==> src/rtl/bitwise_logic_unit.sv <==
`default_nettype none
// ============================================================================
// Module   : bitwise_logic_unit
// Purpose  : N-bit, 8-function bitwise logic unit with a single registered
//            output stage, valid/ready handshaking on both sides, an optional
//            accumulate mode (operand A taken from the previous result) and a
//            saturating count of accepted transactions.
// Ports    : clk, rst        - clock, asynchronous active-high reset
//            in_valid/in_ready - input handshake (op, acc_mode, clear,
//                                Input_1, Input_2 sampled on accept)
//            out_valid/out_ready - output handshake for Output/Zero
//            Output, Zero    - registered result and its zero flag
//            Count           - accepted transactions since reset/clear
// Revision : 1.0 - initial release
// ============================================================================
module bitwise_logic_unit #(
    parameter int               WIDTH     = 8,
    parameter int               CNT_WIDTH = 8,
    parameter logic [WIDTH-1:0] ACC_INIT  = {WIDTH{1'b1}}
) (
    input  logic                 clk,
    input  logic                 rst,
    input  logic                 in_valid,
    output logic                 in_ready,
    input  logic [2:0]           op,
    input  logic                 acc_mode,
    input  logic                 clear,
    input  logic [WIDTH-1:0]     Input_1,
    input  logic [WIDTH-1:0]     Input_2,
    output logic                 out_valid,
    input  logic                 out_ready,
    output logic [WIDTH-1:0]     Output,
    output logic                 Zero,
    output logic [CNT_WIDTH-1:0] Count
);

    localparam logic [2:0] c_OP_AND  = 3'd0;
    localparam logic [2:0] c_OP_OR   = 3'd1;
    localparam logic [2:0] c_OP_XOR  = 3'd2;
    localparam logic [2:0] c_OP_NAND = 3'd3;
    localparam logic [2:0] c_OP_NOR  = 3'd4;
    localparam logic [2:0] c_OP_XNOR = 3'd5;
    localparam logic [2:0] c_OP_ANDN = 3'd6;

    // State
    logic [WIDTH-1:0]     result_q,    result_d;
    logic                 zero_q,      zero_d;
    logic                 out_valid_q, out_valid_d;
    logic [WIDTH-1:0]     acc_q,       acc_d;
    logic [CNT_WIDTH-1:0] count_q,     count_d;

    // Combinational
    logic                 w_accept;
    logic [WIDTH-1:0]     w_op_a;
    logic [WIDTH-1:0]     w_result;

    // The single output register frees up in the same cycle it is consumed.
    assign in_ready = !out_valid_q || out_ready;
    assign w_accept = in_valid && in_ready;

    // A clear arriving with an accumulate transaction must behave as if the
    // accumulator had already been re-initialised.
    always_comb begin
        w_op_a = Input_1;
        if (acc_mode) begin
            w_op_a = clear ? ACC_INIT : acc_q;
        end
    end

    always_comb begin
        w_result = w_op_a;
        case (op)
            c_OP_AND:  w_result = w_op_a & Input_2;
            c_OP_OR:   w_result = w_op_a | Input_2;
            c_OP_XOR:  w_result = w_op_a ^ Input_2;
            c_OP_NAND: w_result = ~(w_op_a & Input_2);
            c_OP_NOR:  w_result = ~(w_op_a | Input_2);
            c_OP_XNOR: w_result = ~(w_op_a ^ Input_2);
            c_OP_ANDN: w_result = w_op_a & ~Input_2;
            default:   w_result = w_op_a;
        endcase
    end

    always_comb begin
        result_d    = result_q;
        zero_d      = zero_q;
        out_valid_d = out_valid_q;
        acc_d       = acc_q;
        count_d     = count_q;

        if (w_accept) begin
            result_d    = w_result;
            zero_d      = (w_result == '0);
            out_valid_d = 1'b1;
            acc_d       = w_result;
            if (clear) begin
                count_d = CNT_WIDTH'(1);
            end else if (!(&count_q)) begin
                count_d = count_q + CNT_WIDTH'(1);
            end
        end else begin
            if (out_valid_q && out_ready) begin
                out_valid_d = 1'b0;
            end
            if (clear) begin
                acc_d   = ACC_INIT;
                count_d = '0;
            end
        end
    end

    always_ff @(posedge clk or posedge rst) begin
        if (rst) begin
            result_q    <= '0;
            zero_q      <= 1'b1;
            out_valid_q <= 1'b0;
            acc_q       <= ACC_INIT;
            count_q     <= '0;
        end else begin
            result_q    <= result_d;
            zero_q      <= zero_d;
            out_valid_q <= out_valid_d;
            acc_q       <= acc_d;
            count_q     <= count_d;
        end
    end

    assign out_valid = out_valid_q;
    assign Output    = result_q;
    assign Zero      = zero_q;
    assign Count     = count_q;

endmodule
`default_nettype wire

==> config.mk <==
export PLATFORM = sky130hd
export DESIGN_NAME = bitwise_logic_unit
export DESIGN_NICKNAME = d
export VERILOG_FILES = /design/src/rtl/bitwise_logic_unit.sv
export SDC_FILE = /design/constraint.sdc
export NUM_CORES = 1
export LEC_CHECK = 0
export CORE_ASPECT_RATIO = 0.7
export CORE_MARGIN = 2
export CORE_UTILIZATION = 55
export CTS_CLUSTER_DIAMETER = 50
export DETAILED_ROUTE_END_ITERATION = 12
export DONT_BUFFER_PORTS = 1
export PLACE_DENSITY = 0.8
export SLEW_MARGIN = 40
export SYNTH_ARGS = -nofsm -noshare
export SYNTH_HDL_FRONTEND = slang
export SYNTH_SLANG_ARGS = --single-unit
==> constraint.sdc <==
create_clock -name clk -period 4 [get_ports clk]
set_clock_uncertainty 0.2 [all_clocks]
set_input_delay 0.4 -clock clk [delete_from_list [all_inputs] [get_ports clk]]
set_output_delay 0.4 -clock clk [all_outputs]
set_load 0.1 [all_outputs]
==> results of run 1 <==
## per-stage QoR
stage               power [mW]  worst slack (ps)
finish                   0.863              1400
global route             0.911              1240
CTS                      0.868              1410
detailed placement       0.654              1420
global placement         0.644              1540
floorplan                0.623               896
## timing repair
| action | CTS | global route |
|---|---|---|
| hold buffers | 3 | 0 |
| hold endpoints to repair | 23 | 0 |
| gates resized for setup | 0 | 0 |
| buffers inserted | 0 | 0 |
## cells in the mapped netlist (2+ instances only)
library cell	instances	area [um^2]
nor2_1	55	206
ha_1	18	225
dfrtp_1	17	425
inv_1	17	63.8
nand2_1	16	60.1
a21oi_1	14	70.1
nor3_1	11	55.1
dfstp_2	9	236
mux2i_1	9	90.1
a32oi_1	8	70.1
nor2b_1	8	50.1
a31oi_1	7	43.8
buf_2	7	35.0
nand2b_1	7	43.8
nand3_1	5	25.0
o21a_1	5	37.5
a21o_1	4	30.0
o21ai_1	4	20.0
xnor2_1	4	35.0
a221oi_1	3	26.3
a32o_1	3	30.0
buf_6	3	33.8
clkbuf_1	3	11.3
and2_1	2	12.5
inv_2	2	7.51
nand4_1	2	12.5
o211ai_1	2	15.0
o2bb2ai_1	2	17.5
or2_0	2	12.5
or2_1	2	12.5
xor2_1	2	17.5
## layer usage
metal  wire (um)  vias up  GRT usage (%)  share of wire [%]
met5           0        -              0                  0
met4          21        0           3.20               0.43
met3         300        4           5.14                6.1
met2        2210       54           35.9                 45
met1        2390      895           32.6                 49
li1            -      946              -                  -
## final cells by class
type,count,area (um^2)
Sequential cell,26,672
Clock buffer,3,41.3
Clock inverter,1,30.0
Timing Repair Buffer,13,105
Fill cell,339,1520
Inverter,19,71.3
Multi-Input combinational cell,210,1370
Tap cell,52,65.1
## sequential cells by signal, indices dropped and copies added (netlist names)
register	cells
Count	8
Output	8
Zero	1
acc_q	8
out_valid	1
## kinds of logic after synthesis
family | share of synthesized area (%)
and+or+nand+nor | 24.3
AOI/OAI and AO/OA | 20.6
buffers and inverters | 7.08
DFF | 30.2
adders and majority gates | 10.3
muxes | 5.14
xor gates and xnor gates | 2.40
## power by group through the flow
stage | clock network, mW | logic (mW) | registers [mW]
after global placement | 0 | 0.208 | 0.436
after floorplan | 0 | 0.163 | 0.460
final | 0.208 | 0.220 | 0.434
after global routing | 0.227 | 0.245 | 0.439
after detailed placement | 0 | 0.215 | 0.439
after CTS | 0.215 | 0.219 | 0.434
## worst max path at each step
stage,start,to,slack (ps),cells after the start
3_5_place_dp,acc_q[1]$_DFF_PP1_,Zero$_DFFE_PP1P_,1420,8
5_1_grt,acc_q[1]$_DFF_PP1_,Zero$_DFFE_PP1P_,1240,8
2_1_floorplan,out_valid$_DFFE_PP0P_,Count[5]$_DFFE_PP0P_,900,6
6_report,acc_q[1]$_DFF_PP1_,Zero$_DFFE_PP1P_,1400,8
3_3_place_gp,acc_q[1]$_DFF_PP1_,Zero$_DFFE_PP1P_,1540,8
4_1_cts,acc_q[1]$_DFF_PP1_,Zero$_DFFE_PP1P_,1410,8
==> qor.yml, run 1 <==
syn-cell-area_mm2: 0.00219
die_height_um: 56.8
die_w_um: 79.4
start_kind: "register"
holdWs_ps: 38.8
power_leakage_nw: 1.05
final_cell_mix: "55 x nor2_1, 18 x ha_1, 16 x nand2_1, 16 x inv_1, 14 x a21oi_1"
layout.nets: 316
reg2reg_slack_ps: 1400
layout_commonest_cell: "nor2_1"
drtAntennaViolNets: 0
p_clk_share_pct: 24.2
routed_wl_um: 4920
grt_use_total_pct: 22.7
io_buffers: 0
setup_viol: 0
timing.rr.start: "acc_q[1]$_DFF_PP1_"
clk_pin_slew_ps: 90
swShare_pct: 40.1
grt_max_degree: 31
final.period_utilization_pct: 65.0
fp.dieArea_mm2: 0.00451
area_growth_pct: 7.65
wl_per_cell_um: 15.2
vdd_drop_max_uv: 617
seqPwrFrac_pct: 50.4
clockBufferDepth: 2
synthCells: 269
powerDensity_mw_per_mm2: 366
synth_area_per_cell_um2: 8.14
drt-pass1-iter-count: 4
start_util_pct: 56.5
place_area_mm2: 0.00225
grt_first_pass_wirelength_um: 8240
hold_violations: 0
dr_total_vias: 1899
slowest_delay_ps: 520
yosys_register_bits: 26
drive_gt1_share_pct: 15.1
finalCriticalPeriod_ps: 2600
dp.cells: 317
slew_violations: 0
root_buffer: "clkbuf_8"
grt_pass1_vias: 1839
critPathArrivalTime_ps: 2610
path_class: "register to register"
cts_tree: "built"
yosysSeqAreaShare_pct: 30.2
crit_buf_inv: 1
clock_latency_ps: 260
min_from: "in_valid"
min_path_cells: 1
final-instance-count-excl-fill: 324
yosys_warnings: 0
synth.distinct_cells: 47
synth_nets: 312
rsz0062_at_grt: "no"
ys.flop_type: "dfrtp_1"
drc: 0
viasPerCell: 5.86
cts.sinks: 26
fin_tns_setup_ps: 0
htree_levels: 1
cp-end-kind: "register"
gp_congestion: 0.842
crit_fanout: 3
fmax_mhz: 384
synth_edf_count: 0
worstMarginPinSlew_ps: 613
crit_slowest_cell: "dfstp_2"
reg2regPathDepth: 8
critPathTopFamily: "compound AO/OA/AOI/OAI gates"
maxCapViolCount: 0
path_cells: "nor2_1 > a21oi_1 > inv_1 > ha_1 > mux4_2 > a221o_1 > nor4_2 > a32o_2"
internal_power_uw: 517
cts_made_buffers: 3
antennaDiodeCount: 0
p_sw_uw: 346
design_area_mm2: 0.00236
combPwrFrac_pct: 25.5
cp.required_ps: 4010
io_pins: 44
drtIter0Drc: 116
placementRows: 19
hpwl_um: 3710
gr-total-overflow: 0
relSlewSlack_pct: 58.8
async_reset_ff_share_pct: 100
hold_end: "out_valid$_DFFE_PP0P_"
final_core_util_pct: 60.9
antenna_found_initial: 0
reg2reg_to: "Zero$_DFFE_PP1P_"
status: "complete, no violations"
hold_path.class: "primary input to register"
coreArea_mm2: 0.00387
(Power assumes the default switching activity.)
==> run 2, diff against run 1 <==
- PLACE_DENSITY: 0.8 -> 0.83
- clock period: 4 -> 2.2 ns (I/O delays scaled with it)
==> qor.yml, run 2 (synthesis gave the netlist of run 1 again) <==
status: "finished, violations left"
violations: "setup timing"
grt_use_met1_pct: 34.2
htree_levels: 1
reg2reg_slack_ps: -300
hold_path.class: "primary input to register"
fp.dieArea_mm2: 0.00451
top_usage_layer: "met2"
place_area_mm2: 0.00252
start_kind: "register"
cts.sinks: 26
antenna_found_initial: 0
layout.nets: 365
gr-total-overflow: 0
hold_end: "acc_q[7]$_DFF_PP1_"
holdWs_ps: 18.6
drc: 0
relSlewSlack_pct: 62.0
grt_use_total_pct: 26.0
finalCriticalPeriod_ps: 2500
grt_pass1_vias: 2069
internal_power_mw: 1.03
clockBufferDepth: 2
antennaDiodeCount: 0
rsz0062_at_grt: "yes"
layout_commonest_cell: "buf_4"
cts_tree: "built"
power_leakage_nw: 1.34
drive_gt1_share_pct: 45.8
setup_viol: 9
design_area_mm2: 0.00311
setup_ws_ps: -296
area_growth_pct: 41.9
gp_congestion: 0.785
use_met2_pct: 43.1
vdd_drop_max_uv: 727
fmax_mhz: 401
grt_max_degree: 31
root_buffer: "clkbuf_8"
maxCapViolCount: 0
drtAntennaViolNets: 0
grt_util_met3_pct: 6.27
clk_pin_slew_ps: 90
combPwrFrac_pct: 49.7
p_clk_share_pct: 17.4
grt_first_pass_wirelength_um: 9290
io_buffers: 0
hold_violations: 0
path_class: "register to register"
seqPwrFrac_pct: 32.9
min_from: "clear"
cp.required_ps: 2220
pre_cts_ws_ps: -220
reg2regPathDepth: 10
hpwl_um: 4170
drtIter0Drc: 197
swShare_pct: 42.2
coreArea_mm2: 0.00387
dr_total_vias: 2239
worstMarginPinSlew_ps: 566
slew_violations: 0
viasPerCell: 6.00
clock_latency_ps: 270
powerDensity_mw_per_mm2: 573
final.period_utilization_pct: 113
crit_fanout: 3
wl_per_cell_um: 18.1
cts_made_buffers: 3
reg2reg_to: "Zero$_DFFE_PP1P_"
p_sw_uw: 752
routed_wl_um: 6760
drt-pass1-iter-count: 4
critPathArrivalTime_ps: 2510
die_w_um: 79.4
start_util_pct: 56.5
timing.rr.start: "acc_q[1]$_DFF_PP1_"
final_cell_mix: "49 x buf_4, 40 x nor2_1, 14 x nand2_1"
min_path_cells: 3
io_pins: 44
cp-end-kind: "register"
die_height_um: 56.8
placementRows: 19
==> run 2: worst max-delay path, cell delays in order (launching register included) <==
cell	delay, ps
dfstp_2	550
nor2_4	40
a21oi_4	150
buf_4	140
buf_4	90
ha_2	180
nand2_1	70
o221a_2	260
a221o_1	390
nor4_2	160
a32o_2	200
==> run 2: what timing repair did <==
item	CTS	global route
setup buffers	4	11
gates resized for setup	10	65
hold buffers	8	1
endpoints found under the setup margin	9	20
hold endpoints to repair	31	1
pin swaps	9	33
==> run 2: power by group through the flow <==
| stage | combinational [mW] | clock (mW) | sequential [mW] |
|---|---|---|---|
| 5_1_grt | 0.933 | 0.326 | 0.590 |
| 6_report | 0.885 | 0.311 | 0.585 |
| 3_3_place_gp | 0.699 | 0 | 0.579 |
| 3_5_place_dp | 0.713 | 0 | 0.580 |
| 4_1_cts | 0.745 | 0.308 | 0.575 |
| 2_1_floorplan | 0.308 | 0 | 0.840 |
==> run 2: routing by layer <==
| layer | share of wire (%) | wire length, um |
|---|---|---|
| met1 | 41 | 2760 |
| met2 | 49 | 3330 |
| met3 | 7.1 | 478 |
| met4 | 2.8 | 192 |
| met5 | 0 | 0 |
==> run 2: final cells by class <==
type                            count  area (um^2)
Sequential cell                    26          673
Inverter                           19         71.3
Fill cell                         241          767
Tap cell                           52         65.1
Timing Repair Buffer               62          507
Multi-Input combinational cell    210         1740
Clock buffer                        4         55.1
==> run 2: metrics by stage <==
stage,util (%),total power [mW],TNS (ps),instances
2_1_floorplan,-,1.15,-210,269
5_1_grt,80.2,1.85,-1960,373
6_report,80.2,1.78,-875,373
3_5_place_dp,65.0,1.29,-1020,347
3_3_place_gp,65.0,1.28,-479,347
4_1_cts,70.3,1.63,-449,363
==> run 2: worst max path at each step <==
| stage | startpoint | end | slack, ps | cells past startpoint |
|---|---|---|---|---|
| global placement | acc_q[1]$_DFF_PP1_ | Zero$_DFFE_PP1P_ | -160 | 8 |
| global route | acc_q[1]$_DFF_PP1_ | Zero$_DFFE_PP1P_ | -320 | 10 |
| CTS | acc_q[1]$_DFF_PP1_ | Zero$_DFFE_PP1P_ | -180 | 8 |
| floorplan | acc_q[1]$_DFF_PP1_ | Zero$_DFFE_PP1P_ | -140 | 8 |
| finish | acc_q[1]$_DFF_PP1_ | Zero$_DFFE_PP1P_ | -300 | 10 |
| detailed placement | acc_q[1]$_DFF_PP1_ | Zero$_DFFE_PP1P_ | -220 | 8 |
==> run 3, diff against run 2 <==
- GPL_TIMING_DRIVEN: default -> 0
==> qor.yml, run 3 (synthesis gave the netlist of run 1 again) <==
p_clk_share_pct: 18.5
die_height_um: 56.8
reg2reg_to: "Zero$_DFFE_PP1P_"
cts_tree: "built"
dp.cells: 321
clockBufferDepth: 2
grt_use_total_pct: 26.4
swShare_pct: 44.7
p_total_mw: 1.69
fmax_mhz: 387
antennaDiodeCount: 0
slew_violations: 0
drive_gt1_share_pct: 38.7
coreArea_mm2: 0.00387
start_util_pct: 56.5
slowest_delay_ps: 560
powerDensity_mw_per_mm2: 612
htree_levels: 1
cp.required_ps: 2220
path_class: "register to register"
power_leakage_nw: 1.14
clock_latency_ps: 280
p_sw_uw: 756
io_pins: 44
finalCriticalPeriod_ps: 2590
crit_slowest_cell: "dfstp_2"
critPathArrivalTime_ps: 2600
final.period_utilization_pct: 118
timing.rr.start: "acc_q[1]$_DFF_PP1_"
gr-total-overflow: 0
die_w_um: 79.4
worstMarginPinSlew_ps: 636
holdWs_ps: 97.5
wl_per_cell_um: 19.0
relSlewSlack_pct: 57.4
grt_pass1_vias: 1952
start_kind: "register"
violations: "setup timing"
drtAntennaViolNets: 0
final_cell_mix: "42 x nor2_1, 15 x nand2_1, 14 x dfrtp_2"
crit_fanout: 3
grt_first_pass_wirelength_um: 9280
setup_viol: 14
cts.sinks: 26
maxCapViolCount: 0
internal_power_uw: 935
startpoint: "acc_q[1]$_DFF_PP1_"
status: "finished, violations left"
final_core_util_pct: 71.3
antenna_found_initial: 0
area_growth_pct: 26.0
io_buffers: 0
setup_ws_ps: -385
grt_max_degree: 27
critPathCapture: "Zero$_DFFE_PP1P_"
final-instance-count-excl-fill: 339
placementRows: 19
hold_path.class: "primary input to register"
drtIter0Drc: 211
routed_wl_um: 6430
rsz0062_at_grt: "yes"
fp.dieArea_mm2: 0.00451
combPwrFrac_pct: 30.8
seqPwrFrac_pct: 50.7
layout.nets: 331
path_cells: "nor2_4 > a21oi_4 > inv_2 > ha_2 > mux4_2 > a221o_1 > nor4_4 > a32o_2"
dr_total_vias: 2147
cts_made_buffers: 3
drt-pass1-iter-count: 5
vdd_drop_max_uv: 593
reg2reg_slack_ps: -390
drc: 0
root_buffer: "clkbuf_8"
pre_cts_ws_ps: -480
cp-end-kind: "register"
viasPerCell: 6.33
hold_violations: 0
reg2regPathDepth: 8
layout_commonest_cell: "nor2_1"
gp_congestion: 0.859
clk_pin_slew_ps: 90
hpwl_um: 4230
run 3: changes by cell type in the layout (fill, tap and decap cells not counted), sizes merged:
cell,before,now
clkbuf,4,7
dlygate4sd3,7,2
dlymetal6s4s,1,0
buf,54,23
run 3: per-stage QoR:
| stage | TNS [ps] | instance area [um^2] |
|---|---|---|
| after floorplan | -210 | 2250 |
| after global placement | -2200 | 2320 |
| after detailed placement | -3430 | 2330 |
| after CTS | -959 | 2500 |
| after global routing | -2600 | 2760 |
| final | -1400 | 2760 |
run 3: final cells by class:
type                       count  area, um^2
clock buffer                   4        55.1
sequential                    26         691
buffer                        14         103
multi-input combinational    210        1660
inverter                      19        71.3
timing repair buffer          14         118
tap                           52        65.1
fill                         285        1110
run 3: worst min path at each step:
| stage | start | end | cells past startpoint |
|---|---|---|---|
| after floorplan | rst | Output[0]$_DFFE_PP0P_ | 1 |
| after global placement | in_valid | out_valid$_DFFE_PP0P_ | 1 |
| after detailed placement | rst | Output[0]$_DFFE_PP0P_ | 1 |
| after CTS | in_valid | Count[3]$_DFFE_PP0P_ | 4 |
| after global routing | in_valid | Count[3]$_DFFE_PP0P_ | 4 |
| final | in_valid | Count[3]$_DFFE_PP0P_ | 4 |
run 3: what timing repair did:
item / CTS / global route
resized for setup: 12 / 49
setup buffers: 6 / 6
endpoints found under the setup margin: 23 / 19
hold endpoints to repair: 18 / 0
pin swaps: 11 / 18
hold buffers: 2 / 0
run 3: metal layers:
metal / share of wire [%] / routed length, um / track usage, % / vias up
li1: - / - / - / 986
met1: 41 / 2640 / 36.6 / 1012
met2: 47 / 3010 / 42.7 / 117
met3: 9.1 / 585 / 6.11 / 32
met4: 3.1 / 198 / 4.19 / 0
met5: 0 / 0 / 0 / -
run 3: critical path, delay by kind of cell (launching register included):
kind	cells	cell delay (ps)
and+or+nand+nor	2	270
muxes	1	460
AOI/OAI and AO/OA	3	810
DFF	1	560
buffers and inverters	1	60
adders and majority gates	1	170
run 3: power groups by stage:
stage	clock, mW	sequential [mW]	combinational, mW
final	0.312	0.857	0.521
after global routing	0.340	0.864	0.559
after detailed placement	0	0.856	0.380
after global placement	0	0.849	0.365
after CTS	0.312	0.851	0.413
after floorplan	0	0.840	0.308
==> RTL edit, RTL diff (config.mk and constraints of run 2) <==
`WIDTH`: 8 -> 9.
--- a/src/rtl/bitwise_logic_unit.sv
+++ b/src/rtl/bitwise_logic_unit.sv
@@ -16,3 +16,3 @@
 module bitwise_logic_unit #(
-    parameter int               WIDTH     = 8,
+    parameter int               WIDTH     = 9,
     parameter int               CNT_WIDTH = 8,
Ports: changed (resized Input_1, Input_2 and Output); port bits go from 44 to 47. The function was not compared with the original's and may differ.
==> RTL edit against run 2 <==
The flow still finishes with violations (setup timing); largest cell class unchanged; non-clock buffer count rose by 8; hold slack gained 49 ps; total power increased by 12%; largest power group unchanged; synthesized area up 7.5%; design area is 9.1% higher; worst setup slack worse by 260 ps; sequential cell count rose by 2; routed wire length rose by 25%.
==> RTL edit: results (changes against run 2) <==
synth-to-layout area growth 44.0% (was 41.9%); final setup fails 16 (was 9); post-synthesis mux area share 0.0425 (was 0.0514); number of global-route vias before repair 2393 (was 2069); Synth top cells by count nor2_1 (61), a21oi_1 (31), ha_1 (20) (was nor2_1 (55), ha_1 (18), dfrtp_1 (17), inv_1 (17), nand2_1 (16)); final-layout clock-cell area share 0.0162 (was 0.0177); Seq/Total Area, Yosys 0.303 (was 0.302); WL met2 3950 microns (was 3330 microns); worst-margin pin slew 523 ps (was 566 ps); Final Worst Setup Slack -554 ps (was -296 ps); Placed Area 2670 sq um (was 2520 sq um); DR iter-0 viols 320 (was 197); nets 395 (was 365); end of the worst hold path acc_q[2] (was acc_q[7]); non-clk buf share 0.169 (was 0.163); hold_buf cts 17 (was 8); met1 capacity usage during global routing 0.385 (was 0.342); Multi-Input Combinational 229 (was 210); largest net degree at the start of global routing 30 (was 31); GPL Wtd Cong 0.854 (was 0.785); share of cells above drive strength 1 0.444 (was 0.458); Pre-antenna DRT Iters 10 (was 4); met3 routed wirelength 984 microns (was 478 microns); PostCTS Resize Cnt 28 (was 10); wire length of the first global-routing pass 11300 microns (was 9290 microns); R2R cell count 9 (was 10); Critical Path AT 2770 ps (was 2510 ps); failing checks setup timing (unchanged); Synth Instances 290 (was 269); leakage power 1.40 nW (was 1.34 nW); hold depth 2 (was 3); Critical Path Start acc_q[5] (was acc_q[1]); Skew-Pair Late Insertion Delay 300 ps (was 270 ps); Yosys cell types 46 (was 47); final WL 8480 microns (was 6760 microns); hold_ws 67.5 ps (was 18.6 ps); outcome complete, but fails checks (unchanged); met1 WL 3130 microns (was 2760 microns); hold_sp in_valid (was clear); peak supply drop 0.697 mV (was 0.727 mV)
==> RTL edit: cell types whose count changed in the layout (fill, tap and decap cells not counted), sizes merged, moves of 6 or more <==
| cell | before | now |
|---|---|---|
| a21oi | 15 | 31 |
| a31oi | 7 | 0 |
| a32oi | 8 | 0 |
| dlygate4sd3 | 7 | 17 |
| nor2 | 55 | 61 |
| o21ai | 4 | 11 |
==> RTL edit: power groups by stage <==
stage / Combinational [mW] / Clock, mW / Sequential (mW)
detailed placement: 0.792 / 0 / 0.628
global route: 1.06 / 0.359 / 0.636
floorplan: 0.342 / 0 / 0.915
finish: 1.01 / 0.345 / 0.630
CTS: 0.869 / 0.330 / 0.626
global placement: 0.772 / 0 / 0.625
==> RTL edit: critical path: stages, from the launching register on <==
cell	delay [ps]
dfstp_2	380
nor2_1	210
a21oi_2	130
ha_2	200
or2_0	220
a32o_2	280
o32a_1	340
a21oi_1	270
nand4_1	180
o31ai_2	250
